### config.mk
export PLATFORM = sky130hd
export DESIGN_NAME = axis_strm_gen
export DESIGN_NICKNAME = d
export VERILOG_FILES = /design/src/rtl/strm_pkg.sv /design/src/rtl/strm_pattern.sv /design/src/rtl/axis_strm_gen.sv
export SDC_FILE = /design/constraint.sdc
export NUM_CORES = 2
export LEC_CHECK = 0
export ABC_AREA = 0
export BUFFER_PORTS_ARGS = -buffer_cell sky130_fd_sc_hd__buf_2
export CAP_MARGIN = 10
export CORE_AREA = 2 2 465 467
export CTS_BUF_LIST = sky130_fd_sc_hd__clkbuf_4 sky130_fd_sc_hd__clkbuf_8
export DETAILED_ROUTE_END_ITERATION = 12
export DIE_AREA = 0 0 467 469
export PLACE_DENSITY = 0.44
export SLEW_MARGIN = 15
export SYNTH_ARGS = -nofsm -noshare
export SYNTH_HDL_FRONTEND = slang
export SYNTH_SLANG_ARGS = --single-unit
### constraint.sdc
create_clock -name clk -period 4.35 [get_ports clk]
set_clock_uncertainty 0.05 [all_clocks]
set_input_delay 0 -clock clk [delete_from_list [all_inputs] [get_ports clk]]
set_output_delay 0 -clock clk [all_outputs]
set_load 0.01 [all_outputs]
### src/rtl/strm_pkg.sv
// Shared definitions for the AXI-Stream traffic generator/checker:
// register map, MODE/STATUS bit positions, FSM states and the pattern LFSR.
package strm_pkg;

    localparam logic [31:0] ADDR_TX_COUNT  = 32'h0000_0000;
    localparam logic [31:0] ADDR_RX_COUNT  = 32'h0000_0008;
    localparam logic [31:0] ADDR_TX_DEST   = 32'h0000_0010;
    localparam logic [31:0] ADDR_PKT_LEN   = 32'h0000_0018;
    localparam logic [31:0] ADDR_MODE      = 32'h0000_0020;
    localparam logic [31:0] ADDR_SEED      = 32'h0000_0028;
    localparam logic [31:0] ADDR_TX_CYC    = 32'h0000_0030;
    localparam logic [31:0] ADDR_RX_CYC    = 32'h0000_0038;
    localparam logic [31:0] ADDR_ERR_COUNT = 32'h0000_0040;
    localparam logic [31:0] ADDR_LAST_CNT  = 32'h0000_0048;
    localparam logic [31:0] ADDR_FIRST_ERR = 32'h0000_0050;
    localparam logic [31:0] ADDR_LAST_TID  = 32'h0000_0058;
    localparam logic [31:0] ADDR_STATUS    = 32'h0000_0060;

    localparam int MODE_LFSR    = 0;
    localparam int MODE_CHECK   = 1;
    localparam int MODE_ROTATE  = 2;

    localparam int STAT_TX_IGN  = 0;
    localparam int STAT_TX_BUSY = 1;
    localparam int STAT_RX_BUSY = 2;

    localparam logic [31:0] LFSR_POLY = 32'h8020_0003;

    typedef enum logic [1:0] {
        ST_IDLE = 2'd0,
        ST_SEND = 2'd1,
        ST_RECV = 2'd2
    } strm_state_e;

    typedef struct packed {
        logic        valid;
        logic        is_write;
        logic [31:0] addr;
        logic [63:0] data;
    } softreg_req_t;

    typedef struct packed {
        logic        valid;
        logic [63:0] data;
    } softreg_resp_t;

    // Right-shifting Galois step; the mask holds taps 32,22,2,1.
    function automatic logic [31:0] lfsr_next(input logic [31:0] s);
        logic [31:0] shifted;
        shifted = {1'b0, s[31:1]};
        if (s[0]) begin
            lfsr_next = shifted ^ LFSR_POLY;
        end else begin
            lfsr_next = shifted;
        end
    endfunction

endpackage

### src/rtl/strm_pattern.sv
// Beat pattern source: a 32-bit counter or LFSR word replicated across all lanes.
// TX and RX each own one instance so both sides walk the same sequence.
module strm_pattern
    import strm_pkg::*;
#(
    parameter int DATA_W = 512
) (
    input  logic              clk,
    input  logic              rst_n,
    input  logic [31:0]       seed,
    input  logic              lfsr_mode,
    input  logic              load,
    input  logic              advance,
    output logic [DATA_W-1:0] data
);

    localparam int LANES = DATA_W / 32;

    logic [31:0] state_r;
    logic        lfsr_r;

    // Pattern state: load reseeds and latches the mode, advance steps one beat.
    always_ff @(posedge clk or negedge rst_n) begin
        if (!rst_n) begin
            state_r <= 32'd0;
            lfsr_r  <= 1'b0;
        end else if (load) begin
            lfsr_r <= lfsr_mode;
            if (!lfsr_mode) begin
                state_r <= 32'd0;
            end else if (seed == 32'd0) begin
                state_r <= 32'd1;
            end else begin
                state_r <= seed;
            end
        end else if (advance) begin
            if (lfsr_r) begin
                state_r <= lfsr_next(state_r);
            end else begin
                state_r <= state_r + 32'd1;
            end
        end
    end

    assign data = {LANES{state_r}};

endmodule

### src/rtl/axis_strm_gen.sv
// AXI-Stream traffic generator and matching receive-side checker,
// programmed and observed through a 64-bit soft register port.
module axis_strm_gen
    import strm_pkg::*;
#(
    parameter int  DATA_W = 512,
    parameter int  N_DEST = 32,
    parameter int  CNT_W  = 35,
    parameter int  CYC_W  = 48,
    localparam int DEST_W = $clog2(N_DEST)
) (
    input  logic              clk,
    input  logic              rst_n,
    input  softreg_req_t      softreg_req,
    output softreg_resp_t     softreg_resp,
    output logic              axis_tx_tvalid,
    input  logic              axis_tx_tready,
    output logic [DATA_W-1:0] axis_tx_tdata,
    output logic [DEST_W-1:0] axis_tx_tdest,
    output logic              axis_tx_tlast,
    input  logic              axis_rx_tvalid,
    output logic              axis_rx_tready,
    input  logic [DATA_W-1:0] axis_rx_tdata,
    input  logic [DEST_W-1:0] axis_rx_tid,
    input  logic              axis_rx_tlast
);

    logic              wr_s, rd_s;
    logic [CNT_W-1:0]  wr_cnt_s;
    logic              wr_tx_count_s, wr_rx_count_s;
    logic              unused_req_s;

    logic [DEST_W-1:0] tx_dest_cfg_r;
    logic [CNT_W-1:0]  pkt_len_r;
    logic [2:0]        mode_r;
    logic [31:0]       seed_r;

    strm_state_e       tx_state_r, tx_state_nxt_s;
    logic [CNT_W-1:0]  tx_count_r, tx_pkt_idx_r;
    logic [CYC_W-1:0]  tx_cyc_r;
    logic [DEST_W-1:0] tx_dest_r;
    logic              tx_ign_r;
    logic              tx_load_s, tx_fire_s, tx_last_s;
    logic [DATA_W-1:0] tx_pat_s;

    strm_state_e       rx_state_r, rx_state_nxt_s;
    logic [CNT_W-1:0]  rx_count_r, rx_pkt_idx_r, rx_beat_r;
    logic [CNT_W-1:0]  err_count_r, last_count_r, first_err_r;
    logic [CYC_W-1:0]  rx_cyc_r;
    logic [DEST_W-1:0] last_tid_r;
    logic              rx_fire_s, rx_exp_last_s, rx_err_s;
    logic [DATA_W-1:0] rx_pat_s;

    logic [63:0]       rd_data_s;
    softreg_resp_t     resp_r;

    assign wr_s          = softreg_req.valid && softreg_req.is_write;
    assign rd_s          = softreg_req.valid && !softreg_req.is_write;
    assign wr_cnt_s      = softreg_req.data[CNT_W-1:0];
    assign wr_tx_count_s = wr_s && (softreg_req.addr == ADDR_TX_COUNT);
    assign wr_rx_count_s = wr_s && (softreg_req.addr == ADDR_RX_COUNT);
    assign unused_req_s  = ^softreg_req.data[63:CNT_W];

    // Configuration registers written directly from the soft register port.
    always_ff @(posedge clk or negedge rst_n) begin
        if (!rst_n) begin
            tx_dest_cfg_r <= '0;
            pkt_len_r     <= '0;
            mode_r        <= 3'd0;
            seed_r        <= 32'd1;
        end else if (wr_s) begin
            case (softreg_req.addr)
                ADDR_TX_DEST: tx_dest_cfg_r <= softreg_req.data[DEST_W-1:0];
                ADDR_PKT_LEN: pkt_len_r     <= softreg_req.data[CNT_W-1:0];
                ADDR_MODE:    mode_r        <= softreg_req.data[2:0];
                ADDR_SEED:    seed_r        <= softreg_req.data[31:0];
                default:      mode_r        <= mode_r;
            endcase
        end
    end

    // ---------------------------------------------------------------- TX side
    assign tx_load_s = wr_tx_count_s && (tx_state_r == ST_IDLE);
    assign tx_fire_s = (tx_state_r == ST_SEND) && axis_tx_tready;
    assign tx_last_s = (tx_state_r == ST_SEND) && (tx_pkt_idx_r == pkt_len_r);

    // TX state register.
    always_ff @(posedge clk or negedge rst_n) begin
        if (!rst_n) begin
            tx_state_r <= ST_IDLE;
        end else begin
            tx_state_r <= tx_state_nxt_s;
        end
    end

    // TX next state: a count load starts sending, the last handshake stops it.
    always_comb begin
        tx_state_nxt_s = tx_state_r;
        case (tx_state_r)
            ST_IDLE: begin
                if (wr_tx_count_s && (wr_cnt_s != '0)) begin
                    tx_state_nxt_s = ST_SEND;
                end else begin
                    tx_state_nxt_s = ST_IDLE;
                end
            end
            ST_SEND: begin
                if (tx_fire_s && (tx_count_r == CNT_W'(1'b1))) begin
                    tx_state_nxt_s = ST_IDLE;
                end else begin
                    tx_state_nxt_s = ST_SEND;
                end
            end
            default: tx_state_nxt_s = ST_IDLE;
        endcase
    end

    // TX counters, packet framing and destination rotation.
    always_ff @(posedge clk or negedge rst_n) begin
        if (!rst_n) begin
            tx_count_r   <= '0;
            tx_cyc_r     <= '0;
            tx_pkt_idx_r <= '0;
            tx_dest_r    <= '0;
            tx_ign_r     <= 1'b0;
        end else begin
            if (wr_tx_count_s && (tx_state_r == ST_SEND)) begin
                tx_ign_r <= 1'b1;
            end
            if (tx_load_s) begin
                tx_count_r   <= wr_cnt_s;
                tx_cyc_r     <= '0;
                tx_pkt_idx_r <= '0;
                tx_dest_r    <= tx_dest_cfg_r;
            end else begin
                if ((tx_state_r == ST_SEND) && (tx_cyc_r != '1)) begin
                    tx_cyc_r <= tx_cyc_r + CYC_W'(1'b1);
                end
                if (tx_fire_s) begin
                    tx_count_r <= tx_count_r - CNT_W'(1'b1);
                    if (tx_last_s) begin
                        tx_pkt_idx_r <= '0;
                        if (mode_r[MODE_ROTATE]) begin
                            tx_dest_r <= tx_dest_r + DEST_W'(1'b1);
                        end
                    end else begin
                        tx_pkt_idx_r <= tx_pkt_idx_r + CNT_W'(1'b1);
                    end
                end
            end
        end
    end

    strm_pattern #(.DATA_W(DATA_W)) u_tx_pattern (
        .clk       (clk),
        .rst_n     (rst_n),
        .seed      (seed_r),
        .lfsr_mode (mode_r[MODE_LFSR]),
        .load      (tx_load_s),
        .advance   (tx_fire_s),
        .data      (tx_pat_s)
    );

    // ---------------------------------------------------------------- RX side
    assign rx_fire_s     = (rx_state_r == ST_RECV) && axis_rx_tvalid;
    assign rx_exp_last_s = (rx_pkt_idx_r == pkt_len_r);
    assign rx_err_s      = (axis_rx_tdata != rx_pat_s) || (axis_rx_tlast != rx_exp_last_s);

    // RX state register.
    always_ff @(posedge clk or negedge rst_n) begin
        if (!rst_n) begin
            rx_state_r <= ST_IDLE;
        end else begin
            rx_state_r <= rx_state_nxt_s;
        end
    end

    // RX next state: a count write always wins over a same-cycle handshake.
    always_comb begin
        rx_state_nxt_s = rx_state_r;
        case (rx_state_r)
            ST_IDLE: begin
                if (wr_rx_count_s && (wr_cnt_s != '0)) begin
                    rx_state_nxt_s = ST_RECV;
                end else begin
                    rx_state_nxt_s = ST_IDLE;
                end
            end
            ST_RECV: begin
                if (wr_rx_count_s) begin
                    rx_state_nxt_s = (wr_cnt_s != '0) ? ST_RECV : ST_IDLE;
                end else if (rx_fire_s && (rx_count_r == CNT_W'(1'b1))) begin
                    rx_state_nxt_s = ST_IDLE;
                end else begin
                    rx_state_nxt_s = ST_RECV;
                end
            end
            default: rx_state_nxt_s = ST_IDLE;
        endcase
    end

    // RX counters and checker; FIRST_ERR uses all-ones as its "no error" value.
    always_ff @(posedge clk or negedge rst_n) begin
        if (!rst_n) begin
            rx_count_r   <= '0;
            rx_cyc_r     <= '0;
            rx_pkt_idx_r <= '0;
            rx_beat_r    <= '0;
            err_count_r  <= '0;
            last_count_r <= '0;
            first_err_r  <= '1;
            last_tid_r   <= '0;
        end else if (wr_rx_count_s) begin
            rx_count_r   <= wr_cnt_s;
            rx_cyc_r     <= '0;
            rx_pkt_idx_r <= '0;
            rx_beat_r    <= '0;
            err_count_r  <= '0;
            last_count_r <= '0;
            first_err_r  <= '1;
        end else begin
            if ((rx_state_r == ST_RECV) && (rx_cyc_r != '1)) begin
                rx_cyc_r <= rx_cyc_r + CYC_W'(1'b1);
            end
            if (rx_fire_s) begin
                rx_count_r   <= rx_count_r - CNT_W'(1'b1);
                rx_beat_r    <= rx_beat_r + CNT_W'(1'b1);
                rx_pkt_idx_r <= rx_exp_last_s ? '0 : rx_pkt_idx_r + CNT_W'(1'b1);
                last_tid_r   <= axis_rx_tid;
                if (axis_rx_tlast && (last_count_r != '1)) begin
                    last_count_r <= last_count_r + CNT_W'(1'b1);
                end
                if (mode_r[MODE_CHECK] && rx_err_s) begin
                    if (err_count_r != '1) begin
                        err_count_r <= err_count_r + CNT_W'(1'b1);
                    end
                    if (first_err_r == '1) begin
                        first_err_r <= rx_beat_r;
                    end
                end
            end
        end
    end

    strm_pattern #(.DATA_W(DATA_W)) u_rx_pattern (
        .clk       (clk),
        .rst_n     (rst_n),
        .seed      (seed_r),
        .lfsr_mode (mode_r[MODE_LFSR]),
        .load      (wr_rx_count_s),
        .advance   (rx_fire_s),
        .data      (rx_pat_s)
    );

    // ------------------------------------------------------- register readback
    // Read data mux; unmapped addresses read as zero.
    always_comb begin
        rd_data_s = 64'd0;
        case (softreg_req.addr)
            ADDR_TX_COUNT:  rd_data_s = 64'(tx_count_r);
            ADDR_RX_COUNT:  rd_data_s = 64'(rx_count_r);
            ADDR_TX_DEST:   rd_data_s = 64'(tx_dest_cfg_r);
            ADDR_PKT_LEN:   rd_data_s = 64'(pkt_len_r);
            ADDR_MODE:      rd_data_s = 64'(mode_r);
            ADDR_SEED:      rd_data_s = 64'(seed_r);
            ADDR_TX_CYC:    rd_data_s = 64'(tx_cyc_r);
            ADDR_RX_CYC:    rd_data_s = 64'(rx_cyc_r);
            ADDR_ERR_COUNT: rd_data_s = 64'(err_count_r);
            ADDR_LAST_CNT:  rd_data_s = 64'(last_count_r);
            ADDR_FIRST_ERR: rd_data_s = 64'(first_err_r);
            ADDR_LAST_TID:  rd_data_s = 64'(last_tid_r);
            ADDR_STATUS:    rd_data_s = 64'({rx_state_r == ST_RECV,
                                             tx_state_r == ST_SEND,
                                             tx_ign_r});
            default:        rd_data_s = 64'd0;
        endcase
    end

    // One-cycle registered read response.
    always_ff @(posedge clk or negedge rst_n) begin
        if (!rst_n) begin
            resp_r <= '0;
        end else begin
            resp_r.valid <= rd_s;
            resp_r.data  <= rd_s ? rd_data_s : 64'd0;
        end
    end

    assign softreg_resp   = resp_r;
    assign axis_tx_tvalid = (tx_state_r == ST_SEND);
    assign axis_tx_tdata  = tx_pat_s;
    assign axis_tx_tdest  = tx_dest_r;
    assign axis_tx_tlast  = tx_last_s;
    assign axis_rx_tready = (rx_state_r == ST_RECV);

endmodule

## After elaboration in Yosys (flattened, before gate mapping)

Cells that the tools add are included.

| storage, ports and cells | value |
|---|---|
| register bits after elaboration | 597 |
| input bits | 620 |
| output and inout bits | 585 |
| logic and storage cells | 159 |

| cells by class | value |
|---|---|
| $add $sub $neg | 12 |
| equality and inequality tests | 25 |
| multiplexer cells | 51 |
| bitwise logic cells | 3 |
| reductions and logical operators | 43 |

Operators by type and width:

| kind | number |
|---|---|
| $mux W35 | 23 |
| $pmux W48 S13 | 1 |
| $ne A512 B512 Y1 | 1 |
| $mux W32 | 10 |
| $mux W48 | 4 |
| $add A35 B1 Y35 const B | 5 |
| $eq A32 B7 Y1 const B | 5 |
| $eq A32 B6 Y1 const B | 4 |
| $add A48 B1 Y48 const B | 2 |
| $ne A48 B48 Y1 const B | 2 |
| $eq A35 B1 Y1 const B | 2 |
| $eq A35 B35 Y1 | 2 |
| $ne A35 B35 Y1 const B | 2 |
| $sub A35 B1 Y35 const B | 2 |
| $add A32 B1 Y32 const B | 2 |
| $eq A32 B5 Y1 const B | 2 |
| $logic_not A32 Y1 | 2 |
| $mux W64 | 1 |
| $eq A35 B35 Y1 const B | 1 |
| $reduce_bool A35 Y1 | 1 |
| $eq A32 B4 Y1 const B | 1 |
| $mux W5 | 4 |
| $reduce_bool A2 Y1 | 10 |
| $logic_and A1 B1 Y1 | 17 |
| 14 further kinds | 28 |

## Longest topological paths before layout

| depth | value |
|---|---|
| depth after elaboration | 7 |
| gate-level depth with buffers | 14 |
| depth with buffers taken out | 10 |

## Hierarchy

A second synthesis with hierarchy kept.

| second synthesis, totals | value |
|---|---|
| cell total of the unflattened synthesis | 5,223 |
| area total of the unflattened synthesis | 45,468.6 um^2 |

Modules (own cells, without submodules):

| module | instances | cells each | area an instance (um^2) | sequential area each (um^2) |
|---|---|---|---|---|
| axis_strm_gen | 1 | 3,589 | 32,824.0 | 12,882.4 |
| strm_pattern (u_tx_pattern) | 1 | 817 | 6,383.6 | 825.8 |
| strm_pattern (u_rx_pattern) | 1 | 817 | 6,261.0 | 825.8 |

## Worst setup path after synthesis

OpenSTA, ideal clock, no wires.

| path | value |
|---|---|
| kind | register to register |
| start point | register u_rx_pattern.state_r[9] |
| end point | register err_count_r[34] |
| library setup time | 0.121 ns |
| arrival time | 2.650 ns |
| required time | 4.179 ns |
| slack | 1.529 ns |
| cell stages (with the launch flop) | 13 |
| path buffers | 4 |
| clock period less this slack | 2.821 ns |
| cell sequence | dfrtp_1 buf_6 or4_1 mux2i_1 nand4_1 or4_1 nor4_2 and4_1 buf_4 buf_6 buf_6 nor2_2 a22o_1 |

| between the ends | value |
|---|---|
| word-level cells in the longest chain between the ends | 5 |

Ends and longest elaborated chain:

| item | line | RTL |
|---|---|---|
| from (decl) | strm_pattern.sv:19 | `logic [31:0] state_r;` |
| from (signal assigned) | strm_pattern.sv:38 | `state_r <= lfsr_next(state_r);` |
| from (signal assigned) | strm_pattern.sv:40 | `state_r <= state_r + 32'd1;` |
| $ne A512 B512 Y1 | axis_strm_gen.sv:167 | `assign rx_err_s = (axis_rx_tdata != rx_pat_s) \|\| (axis_rx_tlast != rx_exp_last_s);` |
| $logic_or A1 B1 Y1 | axis_strm_gen.sv:167 |  |
| $logic_and A1 B1 Y1 | axis_strm_gen.sv:233 | `if (mode_r[MODE_CHECK] && rx_err_s) begin` |
| $reduce_bool A2 Y1 (no source line) | n/a |  |
| $reduce_and A3 Y1 (no source line) | n/a |  |
| to (signal assigned) | axis_strm_gen.sv:235 | `err_count_r <= err_count_r + CNT_W'(1'b1);` |
| to (decl) | axis_strm_gen.sv:48 | `logic [CNT_W-1:0] err_count_r, last_count_r, first_err_r;` |

No other way between the ends.
A chain may end at the register's enable or synchronous reset.

## Worst setup path in the final report

| path | value |
|---|---|
| start point | register u_rx_pattern.state_r[4] |
| end point | register first_err_r[27] |

| between the ends | value |
|---|---|
| word-level cells in the longest chain between the ends | 5 |

Ends and longest elaborated chain:

| item | line | RTL |
|---|---|---|
| $ne A512 B512 Y1 | axis_strm_gen.sv:167 |  |
| $logic_or A1 B1 Y1 | axis_strm_gen.sv:167 |  |
| $logic_and A1 B1 Y1 | axis_strm_gen.sv:233 |  |
| $reduce_bool A2 Y1 (no source line) | n/a |  |
| $reduce_and A3 Y1 (no source line) | n/a |  |
| to (signal assigned) | axis_strm_gen.sv:238 | `first_err_r <= rx_beat_r;` |
| to (decl) | axis_strm_gen.sv:48 |  |

No other way between the ends.

==> metrics.txt <==
worst hold path depth=3; H-tree depth=3; switch share=32.9%; half-perimeter wire length after placement=167000 um; starting density of the core=18.6%; RSZ-0062 raised after global routing=false; Max-Cap Viols=0; slowest cell on the critical path=a2111oi_0; GRT Overall Usage=18.3%; post-synthesis area per instance=8.87 um2; Cell variety after synth=84; Hold Path Class=in2reg; Slew Limit Headroom=12.9%; hold path startpoint=axis_rx_tid[0]; filler instances=23500; crit-path cells=buf_4 -> nand3_1 -> a2111oi_0 -> nand4_1 -> nor4_2 -> and4_1 -> buf_12 -> or4b_4 -> buf_12 -> o22a_1; Post-synth EDFFs=0; Cell Area, Synth=0.0398 mm2; sequential power share=40.5%; final setup fails=0; synthesized instance count=4490; NetSw=4.94 mW; Yosys reg bits=579; R2R Path End=first_err_r[27]$_DFFE_PN1P_; pwr/cell area=306 mW/mm2; min Tclk post-route=4.24 ns; ratio of cells with drive above 1 in the final layout=31.4%; fin util=22.9%; die footprint=0.219 mm2; startpoint types=register; Max clock buf depth=3; Final nets=5875; Combinational Power Share=19.6%; Layout Area Growth over Synthesis=23.1%; area of the multi-input gates=0.0205 mm2; fraction of registers with async set/reset=100%; GP Congestion=0.936; Post-Synth Simple-Gate Area=21.3%; CP peak stage delay=1.02 ns; largest family of logic cells by synthesized area=simple AND/OR/NAND/NOR gates; DRT iter0 DRCs=3899; antenna-violating nets left=0; reg2reg start=u_rx_pattern.state_r[4]$_DFFE_PN0P_; CORE AREA=0.214 mm2; Vias per Instance=4.75; share of total power in the clock network=39.9%; Hold EP=last_tid_r[0]$_DFFE_PN0P_; CP startpoint=u_rx_pattern.state_r[4]$_DFFE_PN0P_; CTS tree=yes; synth warn=0; Port Buffers=1159; outcome=completed; FMAX=236 MHz; first-pass GRT wire length=287000 um; cts bufs inserted=105; CP Capture Type=register; vias in the first global route=35900; reg2reg setup slack=0.11 ns; Clock Latency Late Sink=0.81 ns; Synth Area in Compound Gates=13.4%; Clock transition at path regs=0.07 ns; worst r2r path cells=10; largest net degree at the start of global routing=143; Crit Path Category=reg2reg; post-synthesis sequential area ratio=36.5%; most used cell, CP=buf_12; Post-Route Setup TNS=0 ns; cell internal pwr=10.1 mW; clk sink count=579; final worst-path cycle share=97.5%; Slew @ Worst Pin=1.31 ns; mux contribution to synthesized area=3.33%; Synth Area in Adders=0.440%; CP arrival=4.88 ns; Worst EP required=5.00 ns; sequential cell area=0.0145 mm2; I/O Pins=1205; die span in x=467 um; Hold Vio Cnt, Final=0; initial antenna violation count=71; Wirelength per Cell=26.0 um; DR DRC count=0; Vias=39000; fin. max-slew vios=0; DIE HEIGHT=469 um; Pleak=21.8 nW; ys flop type=dfrtp_1; total grt overflow=0; drt pass-1 iters=10; FP Rows=170; XOR/XNOR Fraction of Synth Area=12.6%; clock root cell=clkbuf_8; Total Wirelength=213000 um; worst vdd ir=0.248 mV; CP max FO=35; Hold Worst Slack=0.0620 ns
-- sequential cells by signal (all words and copies together), names as in the netlist, 35 cells and up --
signal	count
softreg_resp	49
rx_cyc_r	48
tx_cyc_r	48
err_count_r	35
first_err_r	35
last_count_r	35
pkt_len_r	35
rx_beat_r	35
rx_count_r	35
rx_pkt_idx_r	35
tx_count_r	35
tx_pkt_idx_r	35
-- area by class of cell --
class                   count  area share [%]
multi-input cells        3144            41.8
flip-flops and latches    579            29.7
repair buffers           1375            16.0
well taps                2838            7.24
clock buffers             163            4.19
clock inverters            33           0.689
inverters                  36           0.276
diodes                     31           0.158
-- worst max path at each step --
stage	to	slack, ns	depth (start not counted)
4_1_cts	first_err_r[27]$_DFFE_PN1P_	0.08	11
2_1_floorplan	err_count_r[34]$_DFFE_PN0P_	1.53	12
3_3_place_gp	first_err_r[22]$_DFFE_PN1P_	0.17	11
3_5_place_dp	first_err_r[33]$_DFFE_PN1P_	0.15	11
6_report	first_err_r[27]$_DFFE_PN1P_	0.11	10
5_1_grt	first_err_r[34]$_DFFE_PN1P_	0.02	12
-- power by group through the flow --
stage	Sequential (mW)	Combinational (mW)	Clock, mW
after global placement	6.18	2.83	0
after detailed placement	6.19	2.85	0
after CTS	6.09	2.93	6.15
after floorplan	5.82	1.66	0
after global routing	6.12	3.15	6.39
final	6.09	2.95	5.99
-- cells in the mapped netlist, types with 12 or more instances --
cell type / n / area share, %
nor2_1: 414 / 3.9
a21o_1: 12 / 0.23
and3_1: 141 / 2.2
buf_4: 501 / 9.4
or4_1: 32 / 0.60
a41oi_1: 35 / 0.77
xor2_1: 241 / 5.3
nor4_1: 99 / 1.6
nand2_1: 251 / 2.4
clkbuf_1: 157 / 1.5
nor3_1: 126 / 1.6
dfstp_2: 36 / 2.4
nand3_1: 209 / 2.6
mux2_2: 83 / 2.3
or3_1: 63 / 0.99
nand4_1: 167 / 2.6
dfrtp_1: 543 / 34
and4_1: 40 / 0.88
and2_1: 29 / 0.46
nand2b_1: 29 / 0.46
o211ai_1: 21 / 0.40
o22a_1: 35 / 0.77
a22oi_1: 124 / 2.3
a222oi_1: 41 / 1.0
buf_1: 16 / 0.15
a31oi_1: 16 / 0.25
inv_1: 35 / 0.33
a21oi_1: 145 / 1.8
xnor2_1: 330 / 7.3
mux2i_1: 39 / 0.98
ha_1: 14 / 0.44
o22ai_1: 41 / 0.64
o21ai_0: 152 / 1.9
a221oi_1: 28 / 0.62
buf_2: 62 / 0.78
o31ai_1: 27 / 0.51
-- repair_timing --
item	4_1_cts	5_1_grt
buffers inserted	0	0
gates resized for setup	0	1
hold endpoints to repair	845	0
setup endpoints to repair	0	21
hold buffers	64	0
-- routing by layer --
layer,global-route usage (%),vias up,share of wire [%]
met4,4.67,30,2.5
met1,26.6,19800,46
li1,-,17300,-
met5,0,-,0.079
met2,27.2,1639,44
met3,3.96,275,7.6
-- worst max-delay path: cells and delay by family (launching register included) --
family / cells / cell delay [ns]
AND/OR/NAND/NOR: 5 / 1.37
buffers and inverters: 3 / 0.64
AO/OA/AOI/OAI: 2 / 1.19
flip-flops: 1 / 0.84
-- cells in the final DEF, fill, tap and decap left out, types with 35 or more instances in the layout --
cell	synthesis	layout
buf_2	62	1158
dfrtp_1	543	541
nor2_1	414	412
xnor2_1	330	330
nand2_1	251	250
xor2_1	241	241
nand3_1	209	208
nand4_1	167	167
o21ai_0	152	152
a21oi_1	145	145
and3_1	141	140
buf_4	501	135
clkbuf_8	0	133
nor3_1	126	124
a22oi_1	124	124
nor4_1	99	94
mux2_2	83	83
or3_1	63	63
dlygate4sd3_1	0	63
a222oi_1	41	41
o22ai_1	41	41
and4_1	40	40
mux2i_1	39	39
dfstp_2	36	36
inv_1	35	35
a41oi_1	35	35
o22a_1	35	35
-- metrics by stage --
stage	setup WS (ns)	cell area, um2	power [mW]	instances
3_5_place_dp	0.155	45900	9.03	7908
2_1_floorplan	1.53	39900	7.49	4505
5_1_grt	0.0238	49000	15.7	8183
4_1_cts	0.0840	48900	15.2	8168
3_3_place_gp	0.175	45900	9.01	7908
6_report	0.110	49000	15.0	8199
-- cells by family after synthesis --
family / Yosys count
buffers and inverters: 782
multiplexers: 122
AO/OA/AOI/OAI: 775
flip-flops: 579
XOR/XNOR: 571
other: 1
AND/OR/NAND/NOR: 1646
adder cells (fa/ha/maj): 14
Power figures use the tool's default switching activity.
